### src/rtl/pipe_stage_reg_if.sv
// pipe_stage_reg_if: valid/ready beat bus carrying a data bundle and a control bundle.
// Ports: valid, ready, data[DATA_W], ctrl[CTRL_W]; master drives the beat, slave drives ready.
interface pipe_stage_reg_if #(
    parameter int DATA_W = 64,
    parameter int CTRL_W = 16
);
    logic              valid;
    logic              ready;
    logic [DATA_W-1:0] data;
    logic [CTRL_W-1:0] ctrl;

    modport master (
        output valid,
        output data,
        output ctrl,
        input  ready
    );

    modport slave (
        input  valid,
        input  data,
        input  ctrl,
        output ready
    );
endinterface

### src/rtl/pipe_stage_reg.sv
// pipe_stage_reg: inter-stage pipeline register with flush, ctrl bubble zeroing, stall counter.
// Ports: clk, rst (sync, active high), inBus (slave), outBus (master), ctrl_zero, flush,
// stall_cnt. Define PIPE_SKID_EN for a 2-entry skid buffer with a registered in_ready.
module pipe_stage_reg #(
    parameter int              DATA_W    = 64,
    parameter int              CTRL_W    = 16,
    parameter logic [CTRL_W-1:0] KILL_MASK = '0,
    parameter int              CNT_W     = 8
) (
    input  logic               clk,
    input  logic               rst,
    pipe_stage_reg_if.slave    inBus,
    pipe_stage_reg_if.master   outBus,
    input  logic               ctrl_zero,
    input  logic               flush,
    output logic [CNT_W-1:0]   stall_cnt
);

    logic              outValid;
    logic [DATA_W-1:0] outData;
    logic [CTRL_W-1:0] outCtrl;
    logic [CNT_W-1:0]  stallCnt;

    logic              inReady;
    logic              accept;
    logic              drain;
    logic              stalled;
    logic [CTRL_W-1:0] zeroMask;
    logic [CTRL_W-1:0] capCtrl;

    assign accept   = inBus.valid && inReady;
    assign drain    = outValid && outBus.ready;
    assign stalled  = outValid && !outBus.ready;
    assign zeroMask = ctrl_zero ? KILL_MASK : '0;
    assign capCtrl  = inBus.ctrl & ~zeroMask;

    assign inBus.ready  = inReady;
    assign outBus.valid = outValid;
    assign outBus.data  = outData;
    assign outBus.ctrl  = outCtrl;
    assign stall_cnt    = stallCnt;

`ifdef PIPE_SKID_EN
    logic              skidValid;
    logic [DATA_W-1:0] skidData;
    logic [CTRL_W-1:0] skidCtrl;

    // Ready depends only on state, breaking the out_ready -> in_ready path.
    assign inReady = !skidValid;

    always_ff @(posedge clk) begin
        if (rst) begin
            outValid  <= 1'b0;
            outData   <= '0;
            outCtrl   <= '0;
            skidValid <= 1'b0;
            skidData  <= '0;
            skidCtrl  <= '0;
        end else if (flush) begin
            outValid  <= 1'b0;
            outCtrl   <= outCtrl & ~KILL_MASK;
            skidValid <= 1'b0;
            skidCtrl  <= skidCtrl & ~KILL_MASK;
        end else if (accept && (!outValid || outBus.ready)) begin
            // Accept implies the skid slot is empty, so the beat goes straight to out.
            outValid <= 1'b1;
            outData  <= inBus.data;
            outCtrl  <= capCtrl;
        end else if (accept) begin
            skidValid <= 1'b1;
            skidData  <= inBus.data;
            skidCtrl  <= capCtrl;
        end else if (drain) begin
            if (skidValid) begin
                outData   <= skidData;
                outCtrl   <= skidCtrl;
                skidValid <= 1'b0;
            end else begin
                outValid <= 1'b0;
            end
        end
    end
`else
    assign inReady = !outValid || outBus.ready;

    always_ff @(posedge clk) begin
        if (rst) begin
            outValid <= 1'b0;
            outData  <= '0;
            outCtrl  <= '0;
        end else if (flush) begin
            outValid <= 1'b0;
            outCtrl  <= outCtrl & ~KILL_MASK;
        end else if (accept) begin
            outValid <= 1'b1;
            outData  <= inBus.data;
            outCtrl  <= capCtrl;
        end else if (drain) begin
            outValid <= 1'b0;
        end
    end
`endif

    always_ff @(posedge clk) begin
        if (rst) begin
            stallCnt <= '0;
        end else if (stalled && (stallCnt != '1)) begin
            stallCnt <= stallCnt + 1'b1;
        end
    end

endmodule

### src/flat_wrapper.sv
// flat-port wrapper written by rule: the top's interface ports become plain ports
module pipe_stage_reg_flat 
#(
    parameter int              DATA_W    = 64,
    parameter int              CTRL_W    = 16,
    parameter logic [CTRL_W-1:0] KILL_MASK = '0,
    parameter int              CNT_W     = 8
)
  (clk, rst, ctrl_zero, flush, stall_cnt, inBus_valid, inBus_data, inBus_ctrl, inBus_ready, outBus_valid, outBus_data, outBus_ctrl, outBus_ready);
  pipe_stage_reg_if #(.DATA_W(DATA_W), .CTRL_W(CTRL_W)) inBus_i ();
  pipe_stage_reg_if #(.DATA_W(DATA_W), .CTRL_W(CTRL_W)) outBus_i ();
  input  logic clk;
  input  logic rst;
  input  logic ctrl_zero;
  input  logic flush;
  output logic [CNT_W-1:0] stall_cnt;
  input wire logic [$bits(inBus_i.valid)-1:0] inBus_valid;
  input wire logic [$bits(inBus_i.data)-1:0] inBus_data;
  input wire logic [$bits(inBus_i.ctrl)-1:0] inBus_ctrl;
  output wire logic [$bits(inBus_i.ready)-1:0] inBus_ready;
  output wire logic [$bits(outBus_i.valid)-1:0] outBus_valid;
  output wire logic [$bits(outBus_i.data)-1:0] outBus_data;
  output wire logic [$bits(outBus_i.ctrl)-1:0] outBus_ctrl;
  input wire logic [$bits(outBus_i.ready)-1:0] outBus_ready;
  assign inBus_i.valid = inBus_valid;
  assign inBus_i.data = inBus_data;
  assign inBus_i.ctrl = inBus_ctrl;
  assign inBus_ready = inBus_i.ready;
  assign outBus_valid = outBus_i.valid;
  assign outBus_data = outBus_i.data;
  assign outBus_ctrl = outBus_i.ctrl;
  assign outBus_i.ready = outBus_ready;
  pipe_stage_reg #(.DATA_W(DATA_W), .CTRL_W(CTRL_W), .KILL_MASK(KILL_MASK), .CNT_W(CNT_W)) u_core (.clk(clk), .rst(rst), .inBus(inBus_i), .outBus(outBus_i), .ctrl_zero(ctrl_zero), .flush(flush), .stall_cnt(stall_cnt));
endmodule
### config.mk
export PLATFORM = sky130hd
export DESIGN_NAME = pipe_stage_reg_flat
export DESIGN_NICKNAME = d
export VERILOG_FILES = /design/src/rtl/pipe_stage_reg_if.sv /design/src/rtl/pipe_stage_reg.sv /design/src/flat_wrapper.sv
export SDC_FILE = /design/constraint.sdc
export NUM_CORES = 1
export LEC_CHECK = 0
export CAP_MARGIN = 15
export CORE_ASPECT_RATIO = 0.6
export CORE_MARGIN = 1
export CORE_UTILIZATION = 40
export CTS_CLUSTER_DIAMETER = 80
export DETAILED_ROUTE_END_ITERATION = 8
export PLACE_DENSITY = 0.79
export SYNTH_ARGS = -nofsm -noshare
export SYNTH_HDL_FRONTEND = slang
export SYNTH_SLANG_ARGS = --single-unit
export TNS_END_PERCENT = 10
### constraint.sdc
create_clock -name clk -period 1.6 [get_ports clk]
set_input_delay 0.24 -clock clk [delete_from_list [all_inputs] [get_ports clk]]
set_output_delay 0.24 -clock clk [all_outputs]
set_load 0.02 [all_outputs]
==> reports/results.tsv, run 1 <==
stage	metric	value	unit
power	Flop pwr share	42.2	%
placed_design	post-DP HPWL	7320	um
power	static leakage	2.08	nW
routing	via count	3716	
cells_and_area	Layout fillers	727	
power	Clock Power Share	43.0	%
setup_path	critical path startpoint category	flip-flop	
floorplan	Core Region	8590	um^2
cts	CTS tree	yes	
logic_synthesis	Mapped Area	3580	um^2
logic_synthesis	part of the Yosys area used for sequential elements	49.7	%
placed_design	Port Buffers	174	
setup_path	R2R cell count	5	
hold_path	hold_sp	rst	
timing	Final Cycle Share	96.2	%
setup_path	crit path max-delay cell type	clkdlybuf4s50_1	
setup_path	Worst Path Max Fanout	2	
cts	clk_lat worst skew	0.33	ns
routing	number of remaining DRC errors	0	
routing	remaining antenna violation count after routing	0	
placed_design	DP Cell Count	673	
placed_design	gpl congestion	0.793	
floorplan	Core Rows	26	
setup_path	worst r2r src	u_core.outBus.valid$_SDFFE_PP0P_	
setup_path	WS Path Type	flip-flop to output port	
timing	actual slew at the worst max-slew pin	0.544	ns
run	max-cap violation count	0	
hold_path	Min-Delay Path Depth	2	
cts	clk slew on worst S/H paths	0.06	ns
global_route	met2 Usage GRT	36.2	%
power	Sw Ratio	22.7	%
power	power per cell area	973	nW/um^2
logic_synthesis	main flop type after synthesis	dfxtp_1	
global_route	pin count of the biggest net entering global routing	61	
placed_design	DP Area	5410	um^2
logic_synthesis	EDFF count, synth	0	
cells_and_area	Synth-to-Final Area Change	60.3	%
cells_and_area	final net count	659	
floorplan	Top-Level Pins	176	
power	Net Switching	0.00127	W
setup_path	max incr delay on CP	0.63	ns
logic_synthesis	Synth Register Bits	89	
timing	fmax	650	MHz
routing	drt first pass iters	4	
cells_and_area	diodes inserted	0	
hold_path	Hold EP	u_core.outBus.data[50]$_SDFFE_PP0P_	
routing	routed wire length	10700	um
timing	Final Slew Violations	0	
setup_path	worst path bufs/invs	1	
outcome	status	finished, final reports clean	
cts	H-Tree Depth	3	
setup_path	critical path required time	1.36	ns
global_route	met3 GRT Util	10.6	%
routing	wire per inst	15.5	um
cells_and_area	share of layout cells above drive strength 1	7.63	%
timing	final setup TNS	0	ns
power	peak supply drop	659	uV
setup_path	CP arrival	1.30	ns
power	Comb power frac	14.9	%
setup_path	delay-heaviest family, CP	buffers and inverters	
global_route	GRT overflow	0	
power	Int Power	0.00432	W
floorplan	Chip Width	124	um
cts	clock sinks	89	
floorplan	Initial Util	41.7	%
global_route	vias in the first global route	3318	
logic_synthesis	Async S/R FF share, synth	0	%
logic_synthesis	library cells used by synthesis	33	
floorplan	die area	9350	um^2
routing	starting DRC count in detailed routing	171	
hold_path	HP Class	input port to flip-flop	
setup_path	worst reg-to-reg setup slack	0.15	ns
power	Power Total	0.00559	W
timing	relative slew slack	63.8	%
logic_synthesis	post-synth top area cell	dfxtp_1	
cts	Root Buffer	clkbuf_16	
timing	RSZ-0062 raised after global routing	no	
logic_synthesis	Synthesis Warnings	0	
cts	Post-CTS Setup Repair Bufs	0	
cells_and_area	final instance area	5740	um^2
global_route	grt peak-use layer	met2	
timing	Tmin final	1.54	ns
timing	Final setup viols	0	
cts	clk buf depth	2	
global_route	global-route wire length before repair	16000	um
timing	final hold violations	0	
cells_and_area	commonest non-fill, non-tap cell in the layout	clkdlybuf4s50_1	
logic_synthesis	synthesized area per cell	8.59	um^2
floorplan	chip height	75.3	um
logic_synthesis	ranking of synthesized cells by area	dfxtp_1, a21oi_1, nand3_1, o21ai_0, buf_2	
logic_synthesis	Mapped Cells	417	
cells_and_area	leading cell types in the layout, fill and taps excluded	clkdlybuf4s50_1, dfxtp_1, a21oi_1	
routing	Via-to-Cell Ratio	5.39	
global_route	met1 GRT Util	26.5	%
cts	number of buffers created by CTS	9	
cells_and_area	Final Instance Count excl. Fillers	689	
setup_path	CP Capture Type	output port	
logic_synthesis	syn_nets	504	
global_route	Total Routing Usage GR	22.3	%
setup_path	RR Endpoint	u_core.outBus.data[51]$_SDFFE_PP0P_	
setup_path	crit-path cells	clkdlybuf4s50_1	
timing	clk_skew	0.00187	ns
logic_synthesis	Synth top area share	49.7	%
global_route	initial antenna violation count	0	
layout make-up:
| cell class | instances | area [um^2] | share of cell area (%) |
|---|---|---|---|
| tap | 112 | 140 | 2.44 |
| timing repair buffer | 191 | 1920 | 33.4 |
| multi-input combinational | 280 | 1550 | 26.9 |
| sequential | 89 | 1780 | 31.0 |
| inverter | 1 | 8.76 | 0.152 |
| clock inverter | 5 | 103 | 1.79 |
| clock buffer | 11 | 243 | 4.23 |
power groups by stage:
stage	clock [W]	sequential, W	combinational (W)
5_1_grt	0.00257	0.00237	0.000892
4_1_cts	0.00245	0.00236	0.000834
3_3_place_gp	0	0.00240	0.000818
3_5_place_dp	0	0.00241	0.000830
2_1_floorplan	0	0.00252	0.000244
6_report	0.00240	0.00236	0.000831
per-layer routing:
metal / wire (um) / part of all wire (%)
met1: 4570 / 43
met2: 4900 / 46
met3: 1060 / 10
met4: 121 / 1.1
met5: 0 / 0
worst max-delay path by stage:
stage	startpoint	to	cells after the start
detailed placement	outBus_ready	u_core.outBus.data[51]$_SDFFE_PP0P_	6
CTS	u_core.outBus.valid$_SDFFE_PP0P_	outBus_valid	1
global placement	outBus_ready	inBus_ready	4
finish	u_core.outBus.data[54]$_SDFFE_PP0P_	outBus_data[54]	1
global route	u_core.outBus.data[54]$_SDFFE_PP0P_	outBus_data[54]	1
floorplan	u_core.stall_cnt[0]$_SDFFE_PP0P_	u_core.stall_cnt[2]$_SDFFE_PP0P_	4
worst reg2reg max path, stage by stage (launching register included):
cell     delay, ns
dfxtp_1       0.33
nor2b_4       0.15
inv_6         0.05
buf_4         0.45
nand3_1       0.20
a21oi_1       0.20
registers in the layout, summed over array words and instances, names as in the netlist:
name                 count
u_core.outBus.data      64
u_core.outBus.valid      1
u_core.outBus.ctrl      16
u_core.stall_cnt         8
what timing repair did:
| action | 4_1_cts | 5_1_grt |
|---|---|---|
| hold buffers | 0 | 0 |
| cloned | 0 | 0 |
| setup endpoints to repair | 9 | 2 |
| gates resized for setup | 9 | 2 |
| pin swaps | 0 | 0 |
synthesized netlist by cell type (all sizes together), types with 2 or more instances:
master,instances
a21oi,84
a41oi,2
and4b,3
buf,42
clkbuf,5
dfxtp,89
mux2,2
nand2b,3
nand3,82
nand4,2
nor2,3
nor2b,4
nor3,4
o21ai,80
metrics by stage:
| step | hold WS [ns] | utilization, % | worst slack, ns |
|---|---|---|---|
| floorplan | 0.319 | - | 0.105 |
| global placement | 0.459 | 62.9 | -0.130 |
| detailed placement | 0.466 | 62.9 | -0.201 |
| CTS | 0.307 | 66.8 | 0.0170 |
| global route | 0.333 | 66.9 | 0.00733 |
| finish | 0.313 | 66.9 | 0.0605 |
logic make-up after synthesis:
kind of cell | count (synthesis) | share of synthesized area (%)
buffers and inverters | 48 | 7.51
adders and majority gates | 1 | 0.349
AOI/OAI and AO/OA | 171 | 25.1
DFF | 89 | 49.7
and+or+nand+nor | 105 | 16.2
muxes | 3 | 1.12
Note: power is estimated with default switching activity, not from simulation.
==> run 2: changes to the inputs <==
- CORE_MARGIN: 1 -> 1.5
- SKIP_CTS_REPAIR_TIMING: not set -> 1
==> run 2 against run 1 <==
Net effect:
- cell count grew 0.15%
- clock-buffer cell count is the same
- sequential power is essentially flat
- die area grew 2.1%
- final area shrank 0.11%
- global-route usage shrank 0.97 points
- largest power group is now sequential cells
==> reports/results.tsv, run 2 (synthesis results as in run 1) <==
stage	metric	value	unit	change
cells_and_area	Layout fillers	695		-4.4%
cells_and_area	share of layout cells above drive strength 1	7.79	%	+0.16 points
routing	max layer used	met4		
global_route	global-route wire length before repair	16700	um	+4.3%
setup_path	crit path max-delay cell type	clkdlybuf4s50_1		
power	Comb power frac	16.0	%	+1.1 points
timing	Final Slew Violations	0		unchanged
routing	number of remaining DRC errors	0		unchanged
setup_path	delay-heaviest family, CP	buffers and inverters		
timing	RSZ-0062 raised after global routing	no		
global_route	pin count of the biggest net entering global routing	44		-28%
routing	wire per inst	15.0	um	-2.7%
cells_and_area	Final Instance Count excl. Fillers	690		+0.15%
cells_and_area	max reg flops	64		unchanged
cts	H-Tree Depth	3		unchanged
timing	Tmin final	1.53	ns	-0.00834 ns
routing	met3 WL post-DR	1040	um	-2.5%
global_route	Total Routing Usage GR	21.3	%	-0.97 points
timing	Final Cycle Share	95.7	%	-0.52 points
routing	met2 wire len	4640	um	-5.5%
cts	clk slew on worst S/H paths	0.06	ns	about the same
timing	fmax	653	MHz	+0.54%
routing	starting DRC count in detailed routing	186		+8.8%
global_route	initial antenna violation count	0		unchanged
power	Sw Ratio	23.5	%	+0.80 points
placed_design	gpl congestion	0.839		+5.8%
timing	relative slew slack	71.1	%	+7.4 points
cells_and_area	final net count	662		+0.46%
cells_and_area	diodes inserted	0		unchanged
setup_path	CP Capture Type	output port		
power	Clock Power Share	38.8	%	-4.2 points
placed_design	DP Cell Count	676		+0.45%
timing	Final setup viols	0		unchanged
setup_path	Worst Path Max Fanout	2		unchanged
floorplan	chip height	76.3	um	+1.3%
global_route	vias in the first global route	3459		+4.2%
floorplan	Initial Util	41.7	%	unchanged
placed_design	post-DP HPWL	7240	um	-1.1%
timing	final setup margin	0.0689	ns	+0.00834 ns
global_route	GRT overflow	0		unchanged
cells_and_area	commonest non-fill, non-tap cell in the layout	clkdlybuf4s50_1		
setup_path	CP arrival	1.29	ns	about the same
power	static leakage	2.16	nW	+4.0%
cts	clk_lat worst skew	0.33	ns	about the same
cts	clock sinks	89		unchanged
floorplan	Core Region	8590	um^2	unchanged
cells_and_area	Synth-to-Final Area Change	60.1	%	
routing	remaining antenna violation count after routing	0		unchanged
routing	Via-to-Cell Ratio	5.39		about the same
setup_path	worst path bufs/invs	1		unchanged
floorplan	Chip Width	125	um	+0.81%
setup_path	critical path startpoint category	flip-flop		
floorplan	Top-Level Pins	176		unchanged
cts	number of buffers created by CTS	9		unchanged
power	Int Power	0.00399	W	-7.6%
routing	drt first pass iters	4		unchanged
placed_design	Port Buffers	174		unchanged
setup_path	max incr delay on CP	0.62	ns	about the same
floorplan	Core Rows	26		unchanged
power	peak supply drop	569	uV	-14%
timing	actual slew at the worst max-slew pin	0.433	ns	-0.111 ns
routing	WL met1	4590	um	+0.44%
outcome	status	finished, final reports clean		
routing	via count	3719		+0.081%
setup_path	crit-path cells	clkdlybuf4s50_1		
setup_path	WS Path Type	flip-flop to output port		
power	Net Switching	0.00123	W	-3.4%
routing	routed wire length	10400	um	-2.5%
cts	clk buf depth	2		unchanged
power	Flop pwr share	45.2	%	+3.0 points
cts	Root Buffer	clkbuf_16		
timing	clk_skew	0.00370	ns	+0.00183 ns
power	power per cell area	909	nW/um^2	-6.5%
placed_design	dpl ws	-0.170	ns	+0.0316 ns
hold_path	HP Class	input port to flip-flop		
floorplan	die area	9550	um^2	+2.1%
run	max-cap violation count	0		unchanged
cells_and_area	leading cell types in the layout, fill and taps excluded	clkdlybuf4s50_1, dfxtp_1, a21oi_1		
setup_path	critical path required time	1.36	ns	about the same
timing	final hold violations	0		unchanged
cts	CTS tree	yes		
## run 2: changes by cell type in the layout (fill, tap and decap cells not counted)
cell             delta
buf_4               +3
bufinv_16           -2
clkdlybuf4s50_1     +1
dlygate4sd2_1       -9
dlymetal6s2s_1      +8
## run 2: area by class of cell
class / instances / area [um^2] / area share, %
timing repair buffer: 194 / 1970 / 34.4
inverter: 1 / 8.76 / 0.153
multi-input combinational: 280 / 1550 / 27.0
tap: 112 / 140 / 2.44
clock inverter: 3 / 42.5 / 0.741
clock buffer: 11 / 243 / 4.23
sequential: 89 / 1780 / 31.1
## run 2: worst paths after layout
| check | endpoint | from | cells after the start | slack, ns |
|---|---|---|---|---|
| worst max-delay path | outBus_ctrl[8] | u_core.outBus.ctrl[8]$_SDFFE_PP0P_ | 1 | 0.07 |
| worst min-delay path | u_core.outBus.ctrl[0]$_SDFFE_PP0P_ | rst | 2 | 0.34 |
| worst max register to register | u_core.stall_cnt[0]$_SDFFE_PP0P_ | u_core.stall_cnt[0]$_SDFFE_PP0P_ | 4 | 0.15 |
| worst min register to register | u_core.outBus.ctrl[7]$_SDFFE_PP0P_ | u_core.outBus.ctrl[7]$_SDFFE_PP0P_ | 2 | 0.48 |
## run 2: stage by stage
step	area, um^2	utilization (%)	setup TNS (ns)	total power, W	hold slack, ns
2_1_floorplan	3580	-	0	0.00276	0.319
3_3_place_gp	5430	63.2	-0.541	0.00322	0.459
3_5_place_dp	5430	63.2	-2.87	0.00324	0.466
4_1_cts	5710	66.5	-0.775	0.00528	0.322
5_1_grt	5740	66.8	0	0.00545	0.354
6_report	5740	66.8	0	0.00522	0.335
## run 2: routing by layer
layer	vias up	global-route usage (%)
li1	1816	-
met1	1748	26.0
met2	143	33.8
met3	12	9.55
met4	0	6.70
met5	-	0
## run 2: power groups by stage
stage	Combinational, W	Clock (W)	Sequential (W)
global route	0.000891	0.00219	0.00237
global placement	0.000823	0	0.00240
finish	0.000834	0.00203	0.00236
CTS	0.000837	0.00209	0.00236
detailed placement	0.000832	0	0.00241
floorplan	0.000244	0	0.00252
==> run 3: changes to the inputs <==
- SETUP_SLACK_MARGIN: not set -> 0.2
==> run 3 against run 2 <==
Net effect:
- wire length increased by 6.6%
- largest power group unchanged
- global-route usage rose by 1.4 points
- via count up 0.48%
- first-iteration DRC count is 5.4% lower
- critical path depth did not move
- sequential share of layout area down 0.13 points
- clock skew grew 0.0037 ns
- cell count unchanged
- non-clock buffer count down 2
- setup slack worse by 0.025 ns
==> reports/results.tsv, run 3 (synthesis results as in run 1) <==
stage	metric	value	unit	change
hold_path	Min-Delay Path Depth	2		unchanged
timing	relative slew slack	73.2	%	+2.0 points
cells_and_area	leading cell types in the layout, fill and taps excluded	clkdlybuf4s50_1, dfxtp_1, a21oi_1		
cells_and_area	commonest non-fill, non-tap cell in the layout	clkdlybuf4s50_1		
timing	RSZ-0062 raised after global routing	yes		
placed_design	Port Buffers	174		unchanged
hold_path	HP Class	input port to flip-flop		
setup_path	critical path startpoint category	flip-flop		
setup_path	crit path max-delay cell type	clkdlybuf4s50_1		
global_route	initial antenna violation count	0		unchanged
setup_path	worst reg-to-reg setup slack	0.20	ns	+0.05 ns
timing	Final Cycle Share	97.3	%	+1.6 points
global_route	global-route wire length before repair	17900	um	+7.0%
routing	drt first pass iters	5		+1
setup_path	R2R cell count	4		unchanged
setup_path	CP Capture Type	output port		
timing	Final Slew Violations	0		unchanged
timing	clk_skew	0.00736	ns	+0.00366 ns
power	static leakage	2.20	nW	+1.9%
cells_and_area	final net count	660		-0.30%
placed_design	post-DP HPWL	7430	um	+2.7%
setup_path	CP arrival	1.32	ns	+0.03 ns
global_route	pin count of the biggest net entering global routing	48		+9.1%
routing	remaining antenna violation count after routing	0		unchanged
timing	final setup TNS	0	ns	unchanged
setup_path	max incr delay on CP	0.64	ns	+0.02 ns
floorplan	Initial Util	41.7	%	unchanged
floorplan	Core Region	8590	um^2	unchanged
outcome	status	finished, final reports clean		
cts	CTS tree	yes		
timing	hold_ws	0.333	ns	-0.00265 ns
cells_and_area	max reg flops	64		unchanged
cells_and_area	Final Instance Count excl. Fillers	690		unchanged
routing	via count	3737		+0.48%
global_route	vias in the first global route	3602		+4.1%
setup_path	Worst Path Max Fanout	2		unchanged
cts	clock sinks	89		unchanged
cts	H-Tree Depth	3		unchanged
run	max-cap violation count	0		unchanged
floorplan	Top-Level Pins	176		unchanged
cts	clk_lat worst skew	0.34	ns	about the same
hold_path	Hold EP	u_core.outBus.data[51]$_SDFFE_PP0P_		
routing	starting DRC count in detailed routing	176		-5.4%
power	power per cell area	950	nW/um^2	+4.5%
floorplan	Core Rows	26		unchanged
setup_path	RR Endpoint	u_core.stall_cnt[4]$_SDFFE_PP0P_		
global_route	Total Routing Usage GR	22.7	%	+1.4 points
setup_path	worst r2r src	u_core.stall_cnt[2]$_SDFFE_PP0P_		
hold_path	hold_sp	rst		
routing	number of remaining DRC errors	0		unchanged
setup_path	delay-heaviest family, CP	buffers and inverters		
timing	Tmin final	1.56	ns	+0.0251 ns
timing	actual slew at the worst max-slew pin	0.402	ns	-0.0305 ns
setup_path	worst path bufs/invs	1		unchanged
floorplan	Chip Width	125	um	unchanged
routing	Via-to-Cell Ratio	5.42		+0.48%
timing	fmax	643	MHz	-1.6%
power	peak supply drop	746	uV	+31%
cells_and_area	share of layout cells above drive strength 1	9.17	%	+1.4 points
cells_and_area	register area	1790	um^2	+0.21%
timing	final hold violations	0		unchanged
timing	Final setup viols	0		unchanged
cells_and_area	diodes inserted	0		unchanged
setup_path	critical path required time	1.36	ns	about the same
cells_and_area	footprint of the multi-input gates	1550	um^2	+0.16%
placed_design	DP Cell Count	674		-0.30%
setup_path	crit-path cells	clkdlybuf4s50_1		
cells_and_area	Layout fillers	687		-1.2%
floorplan	die area	9550	um^2	unchanged
cts	clk buf depth	2		unchanged
cts	Root Buffer	clkbuf_16		
cts	number of buffers created by CTS	9		unchanged
floorplan	chip height	76.3	um	unchanged
routing	routed wire length	11100	um	+6.6%
routing	wire per inst	16.0	um	+6.6%
placed_design	gpl congestion	0.846		+0.88%
setup_path	WS Path Type	flip-flop to output port		
cells_and_area	Synth-to-Final Area Change	61.1	%	
cts	clk slew on worst S/H paths	0.06	ns	about the same
global_route	GRT overflow	0		unchanged
==> run 3: routing by layer <==
layer	routed length (um)	vias up	part of all wire (%)	GRT usage (%)
li1	-	1816	-	-
met1	4790	1766	43	28.7
met2	5070	141	46	36.2
met3	1090	14	9.8	9.48
met4	126	0	1.1	5.34
met5	0	-	0	0
==> run 3: where the power goes <==
part           internal [W]  total, W  switching [W]  leakage (nW)
combinational      0.000444  0.000836       0.000392          1.31
sequential          0.00231   0.00236      0.0000467         0.728
clock               0.00145   0.00229       0.000844         0.162
==> run 3: how the worst max path moves through the flow <==
stage,start,to,slack (ns),depth (start not counted)
floorplan,u_core.outBus.valid$_SDFFE_PP0P_,u_core.stall_cnt[0]$_SDFFE_PP0P_,0.22,5
global placement,outBus_ready,u_core.stall_cnt[5]$_SDFFE_PP0P_,-0.13,5
detailed placement,outBus_ready,u_core.stall_cnt[5]$_SDFFE_PP0P_,-0.13,5
CTS,u_core.stall_cnt[2]$_SDFFE_PP0P_,stall_cnt[2],-0.18,1
global route,u_core.outBus.data[53]$_SDFFE_PP0P_,outBus_data[53],0.006,1
finish,u_core.outBus.data[53]$_SDFFE_PP0P_,outBus_data[53],0.04,1
==> run 3: cell type report <==
cell class	instances	area share [%]
Clock inverter	5	1.34
Inverter	1	0.152
Timing Repair Buffer	192	33.9
Multi-Input combinational cell	280	26.8
Sequential cell	89	30.9
Clock buffer	11	4.38
Tap cell	112	2.43
==> run 3: stage by stage <==
stage                     instance area, um^2  power [W]  worst slack, ns  utilization [%]
after floorplan                          3590    0.00276            0.222                -
after global placement                   5430    0.00323           -0.127             63.2
after detailed placement                 5430    0.00324           -0.125             63.2
after CTS                                5760    0.00553           -0.181             67.1
after global routing                     5770    0.00571          0.00586             67.2
final                                    5770    0.00549           0.0437             67.2
